File: src/rtl/id_exe_reg.sv
// id_exe_reg: ID/EX pipeline register feeding the ALU.
//
// Captures decoded operands and controls once per cycle, with stall (hold)
// and flush (store a bubble; flush wins over stall). When the macro
// ID_EXE_FORWARDING_EN is defined, MEM/WB results are forwarded onto the
// ALU operands and store data combinationally (MEM beats WB), and a stalled
// entry refreshes its operands with the forwarded values on every edge so a
// value whose producer retires during the stall is kept.
//
// Ports:
//   clk, rst_n            clock (rising edge), asynchronous active-low reset
//   stall, flush          pipeline control
//   id_*                  decode-stage instruction fields
//   mem_wb_en/dest/result MEM-stage producer
//   wb_wb_en/dest/value   WB-stage producer
//   exe_*                 registered instruction presented to EX

`ifndef WORD_LEN
`define WORD_LEN 32
`endif
`ifndef EXE_CMD_LEN
`define EXE_CMD_LEN 4
`endif

module id_exe_reg #(
    parameter int unsigned WORD_LEN     = `WORD_LEN,
    parameter int unsigned EXE_CMD_LEN  = `EXE_CMD_LEN,
    parameter int unsigned REG_ADDR_LEN = 5
) (
    input  logic                    clk,
    input  logic                    rst_n,
    input  logic                    stall,
    input  logic                    flush,
    input  logic                    id_valid,
    input  logic [WORD_LEN-1:0]     id_val1,
    input  logic [WORD_LEN-1:0]     id_val2,
    input  logic [WORD_LEN-1:0]     id_st_val,
    input  logic [WORD_LEN-1:0]     id_imm,
    input  logic                    id_use_imm,
    input  logic [REG_ADDR_LEN-1:0] id_rs1,
    input  logic [REG_ADDR_LEN-1:0] id_rs2,
    input  logic [REG_ADDR_LEN-1:0] id_dest,
    input  logic [EXE_CMD_LEN-1:0]  id_exe_cmd,
    input  logic                    id_wb_en,
    input  logic                    id_mem_r,
    input  logic                    id_mem_w,
    input  logic                    mem_wb_en,
    input  logic [REG_ADDR_LEN-1:0] mem_dest,
    input  logic [WORD_LEN-1:0]     mem_result,
    input  logic                    wb_wb_en,
    input  logic [REG_ADDR_LEN-1:0] wb_dest,
    input  logic [WORD_LEN-1:0]     wb_value,
    output logic                    exe_valid,
    output logic                    exe_wb_en,
    output logic                    exe_mem_r,
    output logic                    exe_mem_w,
    output logic [WORD_LEN-1:0]     exe_val1,
    output logic [WORD_LEN-1:0]     exe_val2,
    output logic [WORD_LEN-1:0]     exe_st_val,
    output logic [EXE_CMD_LEN-1:0]  exe_cmd,
    output logic [REG_ADDR_LEN-1:0] exe_dest
);

    logic                    valid_q, wb_en_q, mem_r_q, mem_w_q, use_imm_q;
    logic [WORD_LEN-1:0]     val1_q, val2_q, st_val_q;
    logic [REG_ADDR_LEN-1:0] rs1_q, rs2_q, dest_q;
    logic [EXE_CMD_LEN-1:0]  cmd_q;

    logic [WORD_LEN-1:0]     fwd_val1, fwd_val2, fwd_st_val;

`ifdef ID_EXE_FORWARDING_EN
    logic mem_hit1, mem_hit2, wb_hit1, wb_hit2;

    always_comb begin
        mem_hit1 = mem_wb_en && (mem_dest == rs1_q) && (rs1_q != '0);
        mem_hit2 = mem_wb_en && (mem_dest == rs2_q) && (rs2_q != '0);
        wb_hit1  = wb_wb_en  && (wb_dest  == rs1_q) && (rs1_q != '0);
        wb_hit2  = wb_wb_en  && (wb_dest  == rs2_q) && (rs2_q != '0);

        fwd_val1 = val1_q;
        if (mem_hit1)     fwd_val1 = mem_result;
        else if (wb_hit1) fwd_val1 = wb_value;

        fwd_st_val = st_val_q;
        if (mem_hit2)     fwd_st_val = mem_result;
        else if (wb_hit2) fwd_st_val = wb_value;

        // An immediate operand never depends on rs2.
        fwd_val2 = val2_q;
        if (!use_imm_q) begin
            if (mem_hit2)     fwd_val2 = mem_result;
            else if (wb_hit2) fwd_val2 = wb_value;
        end
    end
`else
    assign fwd_val1   = val1_q;
    assign fwd_val2   = val2_q;
    assign fwd_st_val = st_val_q;

    // Producer inputs and source registers have no consumer in this build.
    logic unused_fwd;
    assign unused_fwd = ^{mem_wb_en, mem_dest, mem_result, wb_wb_en, wb_dest, wb_value,
                          rs1_q, rs2_q, use_imm_q};
`endif

    always_ff @(posedge clk or negedge rst_n) begin
        if (!rst_n) begin
            valid_q   <= 1'b0;
            wb_en_q   <= 1'b0;
            mem_r_q   <= 1'b0;
            mem_w_q   <= 1'b0;
            use_imm_q <= 1'b0;
            val1_q    <= '0;
            val2_q    <= '0;
            st_val_q  <= '0;
            rs1_q     <= '0;
            rs2_q     <= '0;
            dest_q    <= '0;
            cmd_q     <= '0;
        end else if (flush) begin
            valid_q   <= 1'b0;
            wb_en_q   <= 1'b0;
            mem_r_q   <= 1'b0;
            mem_w_q   <= 1'b0;
            use_imm_q <= 1'b0;
            val1_q    <= '0;
            val2_q    <= '0;
            st_val_q  <= '0;
            rs1_q     <= '0;
            rs2_q     <= '0;
            dest_q    <= '0;
            cmd_q     <= '0;
        end else if (stall) begin
`ifdef ID_EXE_FORWARDING_EN
            val1_q    <= fwd_val1;
            val2_q    <= fwd_val2;
            st_val_q  <= fwd_st_val;
`endif
        end else begin
            valid_q   <= id_valid;
            wb_en_q   <= id_wb_en;
            mem_r_q   <= id_mem_r;
            mem_w_q   <= id_mem_w;
            use_imm_q <= id_use_imm;
            val1_q    <= id_val1;
            val2_q    <= id_use_imm ? id_imm : id_val2;
            st_val_q  <= id_st_val;
            rs1_q     <= id_rs1;
            rs2_q     <= id_rs2;
            dest_q    <= id_dest;
            cmd_q     <= id_exe_cmd;
        end
    end

    assign exe_valid  = valid_q;
    assign exe_wb_en  = valid_q & wb_en_q;
    assign exe_mem_r  = valid_q & mem_r_q;
    assign exe_mem_w  = valid_q & mem_w_q;
    assign exe_val1   = fwd_val1;
    assign exe_val2   = fwd_val2;
    assign exe_st_val = fwd_st_val;
    assign exe_cmd    = cmd_q;
    assign exe_dest   = dest_q;

endmodule

File: config.mk
export PLATFORM = sky130hd
export DESIGN_NAME = id_exe_reg
export DESIGN_NICKNAME = d
export VERILOG_FILES = /design/src/rtl/id_exe_reg.sv
export SDC_FILE = /design/constraint.sdc
export NUM_CORES = 1
export LEC_CHECK = 0
export ABC_AREA = 1
export CAP_MARGIN = 20
export CORE_AREA = 2 2 131 133
export CTS_CLUSTER_SIZE = 16
export DETAILED_ROUTE_END_ITERATION = 16
export DIE_AREA = 0 0 133 135
export GPL_TIMING_DRIVEN = 0
export PLACE_DENSITY_LB_ADDON = 0.12
export SETUP_SLACK_MARGIN = 0.1
export SLEW_MARGIN = 20
export SYNTH_ARGS = -nofsm -noshare
export SYNTH_HDL_FRONTEND = slang
export SYNTH_SLANG_ARGS = --single-unit
File: constraint.sdc
create_clock -name clk -period 0.99 [get_ports clk]
set_input_delay 0.198 -clock clk [delete_from_list [all_inputs] [get_ports clk]]
set_output_delay 0.198 -clock clk [all_outputs]
set_load 0.01 [all_outputs]
==> results of run 1 <==
==> report_power, final <==
part           total (mW)  internal, mW  leakage, nW  switching, mW
sequential           4.86          4.70         1.45          0.158
clock                3.98          2.25        0.158           1.73
combinational        2.02          1.17         2.83          0.843
==> state kept, by name (all words and copies together), names as in the netlist <==
register    count
exe_dest        5
exe_valid       1
exe_val1       32
wb_en_q         1
exe_cmd         4
exe_st_val     32
mem_r_q         1
mem_w_q         1
exe_val2       32
==> metrics by stage <==
| step | cell area [um2] | setup WS, ps | hold slack (ps) |
|---|---|---|---|
| after floorplan | 4500 | 111 | -97.6 |
| after global placement | 7310 | -4540 | 453 |
| after detailed placement | 7340 | -810 | 196 |
| after CTS | 7580 | -329 | -196 |
| after global routing | 7940 | -358 | -175 |
| final | 7940 | -310 | -208 |
==> timing repair <==
action	CTS	global route
setup buffers	21	26
cloned	0	1
gates resized for setup	507	47
endpoints found under the setup margin	218	208
hold endpoints to repair	54	54
pin swaps	4	4
==> area by class of cell <==
type / instances / share of cell area
Sequential cell: 109 / 0.344
Buffer: 29 / 0.0274
Clock buffer: 9 / 0.0284
Clock inverter: 7 / 0.0132
Tap cell: 220 / 0.0347
Timing Repair Buffer: 302 / 0.345
Multi-Input combinational cell: 428 / 0.205
Inverter: 5 / 0.00236
==> metal layers <==
layer	vias to the layer above	share of wire	track usage
li1	2320	-	-
met1	2118	0.42	0.193
met2	138	0.50	0.273
met3	11	0.071	0.0522
met4	0	0.011	0.0430
met5	-	0	0
==> logic make-up after synthesis <==
kind of cell / count (synthesis) / synth area share
and+or+nand+nor: 428 / 0.360
buffers and inverters: 34 / 0.0342
DFF: 109 / 0.606
==> cell usage after synthesis <==
master / count
buf_4: 3
dfrtp_1: 109
nor2_4: 2
buf_2: 12
clkbuf_1: 14
inv_2: 1
nand2_1: 426
inv_1: 4
==> worst paths after layout <==
path,start,end
worst max-delay path,exe_valid,exe_mem_w
worst min-delay path,rst_n,exe_st_val[30]
worst max register to register,exe_val2[28],exe_val2[28]
worst min register to register,exe_val1[6],exe_val1[6]
max in group asynchronous,rst_n,exe_st_val[9]
min in group clk,id_use_imm,exe_val2[31]
==> results_dict.tcl, run 1 <==
set metrics [dict create \
    dp.cells 1045 \
    worst-path-buf-inv 3 \
    slew_headroom 0.645 \
    synth_area_leaders "dfrtp_1 (61%), nand2_1 (36%), buf_2 (1.3%)" \
    diodes 0 \
    clk_latency_ps 350 \
    r2r_cells 4 \
    chipWidth_um 133 \
    ir_worst_vdd_mv 0.816 \
    port-buffer-count 253 \
    slowest_stage "dfrtp_2" \
    start_util 0.274 \
    final_cell_mix "nand2_1 (425), clkdlybuf4s50_1 (141), dfrtp_1 (108), buf_2 (65), buf_6 (64)" \
    routed_wl_mm 14.4 \
    maxCapViolations 0 \
    critPathArrivalTime_ps 1100 \
    setup-violations-final 109 \
    drtIter0Drc 135 \
    hold_ws_ps -208 \
    grt_start_max_net_pins 56 \
    cp_num_cells 4 \
    clock_skew_ps 0 \
    wl_per_cell_um 13.0 \
    critPathLaunchType "register" \
    routabilityCongestion 0.819 \
    clockBufferDepth 2 \
    status "finished, violations left" \
    nNetsFinal 1116 \
    hold_path.class "input port to async pin" \
    synthDistinctLibCells 8 \
    final_hold_viol_count 54 \
    vias 4587 \
    core_region_area_um2 16400 \
    cp_max_fo 4 \
    path_delay_family "flip-flops" \
    maxSlewViolCount 0 \
    dieHeight_um 135 \
    tns_ps -9340 \
    clockRootBuffer "clkbuf_16" \
    cts_buffers 9 \
    clock-sinks 109 \
    drive_gt1_frac 0.234 \
    cts_max_level 3 \
    clk_pin_slew_worst_paths_ps 80 \
    crit_chain "buf_6, nand2_4, inv_2, buf_6" \
    instances_no_fill 1109 \
    grt_pass1_vias 4465 \
    powerDensity_nw_per_um2 1370 \
    critPathRequiredTime_ps 790 \
    tritoncts "yes" \
    nFillCells 1609 \
    vias_per_cell 4.14 \
    multi_input_area_um2 1630 \
    worst_slack_ps -310 \
    timing.fmax_ghz 0.769 \
    avgSynthCellArea_um2 7.89 \
    final_core_util 0.484 \
    synth_top_area_cell "dfrtp_1" \
    ys_seq_elements 109 \
    ff2ff_setup_slack_ps 130 \
    ys_seq_area_frac 0.606 \
    worst_pin_slew_ps 533 \
    grt_first_pass_wirelength_mm 22.8 \
    die_area_um2 18000 \
    failed_checks "hold timing, setup timing" \
    area_growth_pct 76.4 \
    grt_util_all_layers 0.159 \
    fin_crit_ps 1300 \
    drt_first_pass_iters 4 \
    regArea_um2 2730 \
    yosys_warnings 0 \
    p_total_mw 10.9 \
    synth_top_area_frac 0.606 \
    crit_type "register to output port" \
    fin_crit_sh 1.31 \
    grt_overflow 0 \
    worst_setup_path_end_kind "output port" \
    cpPeakStageDelay_ps 440 \
    core.rowCount 47 \
    rsz0062_at_grt "yes" \
    p_leak_nw 4.44 \
    crit_top_cell "buf_6" \
    syn_area_um2 4500 \
    postRouteAntennaNets 0 \
    antenna_found_initial 0 \
    synth_cells 571 \
    io_pins 341 \
    synth.net_count 803 \
    final_common_cell "nand2_1" \
    dp.final_hpwl_mm 10.5 \
    drc_errors 0 \
]
Note: power is estimated with default switching activity, not from simulation.
==> run 2, diff against run 1 <==
--- a/config.mk
+++ b/config.mk
@@ -13,8 +13,8 @@
 export DIE_AREA = 0 0 133 135
 export GPL_TIMING_DRIVEN = 0
 export PLACE_DENSITY_LB_ADDON = 0.12
-export SETUP_SLACK_MARGIN = 0.1
-export SLEW_MARGIN = 20
+export SETUP_SLACK_MARGIN = 0.2
+export SLEW_MARGIN = 5
 export SYNTH_ARGS = -nofsm -noshare
 export SYNTH_HDL_FRONTEND = slang
 export SYNTH_SLANG_ARGS = --single-unit
==> constraint.sdc (replaced) <==
create_clock -name clk -period 0.99 [get_ports clk]
set_input_delay 0.2475 -clock clk [delete_from_list [all_inputs] [get_ports clk]]
set_output_delay 0.2475 -clock clk [all_outputs]
set_load 0.01 [all_outputs]
==> run 2 against run 1 <==
  * The run still ends with hold timing, setup timing left
  * Final cell count rose by 0.99%
  * Clock skew did not move
  * Design area rose by 2.5%
  * Clock-buffer cell count rose by 1
  * Fmax fell by 2.8%
  * Register-to-register slack barely moved
  * Critical endpoint is now exe_mem_r
  * Largest power group unchanged
==> results_dict.tcl, run 2 (synthesis gave the netlist of run 1 again) <==
set metrics [dict create \
    fin_crit_ps 1340 \
    fin_crit_sh 1.35 \
    fin_area_um2 8140 \
    r2r_cells 4 \
    drc_errors 0 \
    multi_input_area_um2 1640 \
    p_leak_nw 4.53 \
    grt_start_max_net_pins 70 \
    worst_pin_slew_ps 420 \
    cts_max_level 3 \
    p_clk_frac 0.360 \
    place_ws_ps -810 \
    diodes 0 \
    routed_wl_mm 15.0 \
    vias 4608 \
    hold_ws_ps -199 \
    rr_endpoint "exe_cmd[3]" \
    clk_latency_ps 350 \
    timing.fmax_ghz 0.748 \
    comb_power_share 0.195 \
    rsz0062_at_grt "yes" \
    swShare 0.249 \
    worst-path-buf-inv 3 \
    maxCapViolations 0 \
    routabilityCongestion 0.788 \
    cp_max_fo 4 \
    clock-sinks 109 \
    final_cell_mix "nand2_1 (420), clkdlybuf4s50_1 (141), dfrtp_1 (109), buf_6 (69), buf_4 (62)" \
    critPathLaunchType "register" \
    ir_worst_vdd_mv 0.706 \
    final_common_cell "nand2_1" \
    final_core_util 0.496 \
    drive_gt1_frac 0.253 \
    crit_type "register to output port" \
    crit_top_cell "buf_6" \
    hold_path.class "input port to async pin" \
    vias_per_cell 4.11 \
    place_area_um2 7470 \
    setup-violations-final 109 \
    failed_checks "hold timing, setup timing" \
    core_region_area_um2 16400 \
    port-buffer-count 253 \
    path_delay_family "flip-flops" \
    grt_overflow 0 \
    cts_buffers 9 \
    grt_pass1_vias 4600 \
    p_total_mw 10.9 \
    clockBufferDepth 2 \
    crit_chain "buf_6, nand2_4, inv_2, buf_6" \
    start_util 0.274 \
    intPower_mw 8.19 \
    postRouteAntennaNets 0 \
    status "finished, violations left" \
    clk_pin_slew_worst_paths_ps 80 \
    io_pins 341 \
    worst_slack_ps -348 \
    grt_util_all_layers 0.168 \
    ff2ff_setup_slack_ps 140 \
    area_growth_pct 80.8 \
    maxSlewViolCount 0 \
    dieHeight_um 135 \
    tritoncts "yes" \
    clock_skew_ps 0 \
    chipWidth_um 133 \
    worst_setup_path_end_kind "output port" \
    regArea_um2 2730 \
    wl_per_cell_um 13.4 \
    core.rowCount 47 \
    power.switching_mw 2.72 \
    critPathArrivalTime_ps 1090 \
    slowest_stage "dfrtp_1" \
    grt_first_pass_wirelength_mm 23.9 \
    antenna_found_initial 0 \
    slew_headroom 0.720 \
    drt_first_pass_iters 5 \
    drtIter0Drc 135 \
    startpoint "exe_valid" \
    nNetsFinal 1127 \
    cpPeakStageDelay_ps 420 \
    powerDensity_nw_per_um2 1340 \
    nFillCells 1548 \
    reg2reg_from "exe_cmd[3]" \
    final_hold_viol_count 40 \
    critPathRequiredTime_ps 740 \
    clockRootBuffer "clkbuf_16" \
    dp.final_hpwl_mm 10.9 \
    die_area_um2 18000 \
    power_frac_seq 0.445 \
]
## run 2: per-layer routing
metal	share of wire	routed length, um	global-route usage
met2	0.49	7380	0.284
met5	0	0	0
met1	0.41	6210	0.207
met4	0.023	344	0.0615
met3	0.070	1050	0.0450
## run 2: per-stage QoR
step           TNS (ps)  instances
6_report         -13930       1120
3_5_place_dp     -99010       1045
5_1_grt          -18090       1120
4_1_cts          -16130       1097
3_3_place_gp    -604390       1044
2_1_floorplan         0        571
## run 2: how the worst max path moves through the flow
stage | to | slack, ps | cells after the start
floorplan | exe_val1[10] | 140 | 6
global placement | exe_st_val[2] | -4670 | 1
detailed placement | exe_val2[17] | -810 | 6
CTS | exe_mem_r | -360 | 4
global route | exe_mem_r | -400 | 4
finish | exe_mem_r | -350 | 4
## run 2: final cells by class
cell class,count,share of cell area
Timing Repair Buffer,313,0.350
Sequential cell,109,0.335
Multi-Input combinational cell,428,0.202
Buffer,29,0.0366
Tap cell,220,0.0338
Clock buffer,10,0.0281
Clock inverter,6,0.0115
Inverter,5,0.00353
## run 2: timing repair
action | CTS | global route
resized for setup | 505 | 37
hold endpoints to repair | 40 | 40
endpoints found under the setup margin | 218 | 152
setup buffers | 34 | 23
gates cloned | 2 | 0
pin swaps | 4 | 4
## run 2: power groups by stage
stage          combinational, mW  clock [mW]  sequential [mW]
6_report                    2.12        3.93             4.86
2_1_floorplan              0.508           0             5.04
3_5_place_dp                2.00           0             4.93
5_1_grt                     2.31        4.26             4.89
4_1_cts                     2.02        4.06             4.85
3_3_place_gp                1.97           0             4.92
## run 2: worst register-to-register path, cell delays in order, from the launching register on
cell	delay, ps
dfrtp_1	400
buf_4	130
buf_4	120
nand2_1	50
nand2_1	50
==> run 3, diff against run 2 <==
--- a/config.mk
+++ b/config.mk
@@ -14,7 +14,7 @@
 export GPL_TIMING_DRIVEN = 0
 export PLACE_DENSITY_LB_ADDON = 0.12
 export SETUP_SLACK_MARGIN = 0.2
-export SLEW_MARGIN = 5
+export SLEW_MARGIN = 20
 export SYNTH_ARGS = -nofsm -noshare
 export SYNTH_HDL_FRONTEND = slang
 export SYNTH_SLANG_ARGS = --single-unit
==> results of run 3 <==
Same layout as run 2: the final DEF is identical, and so are final timing and power.
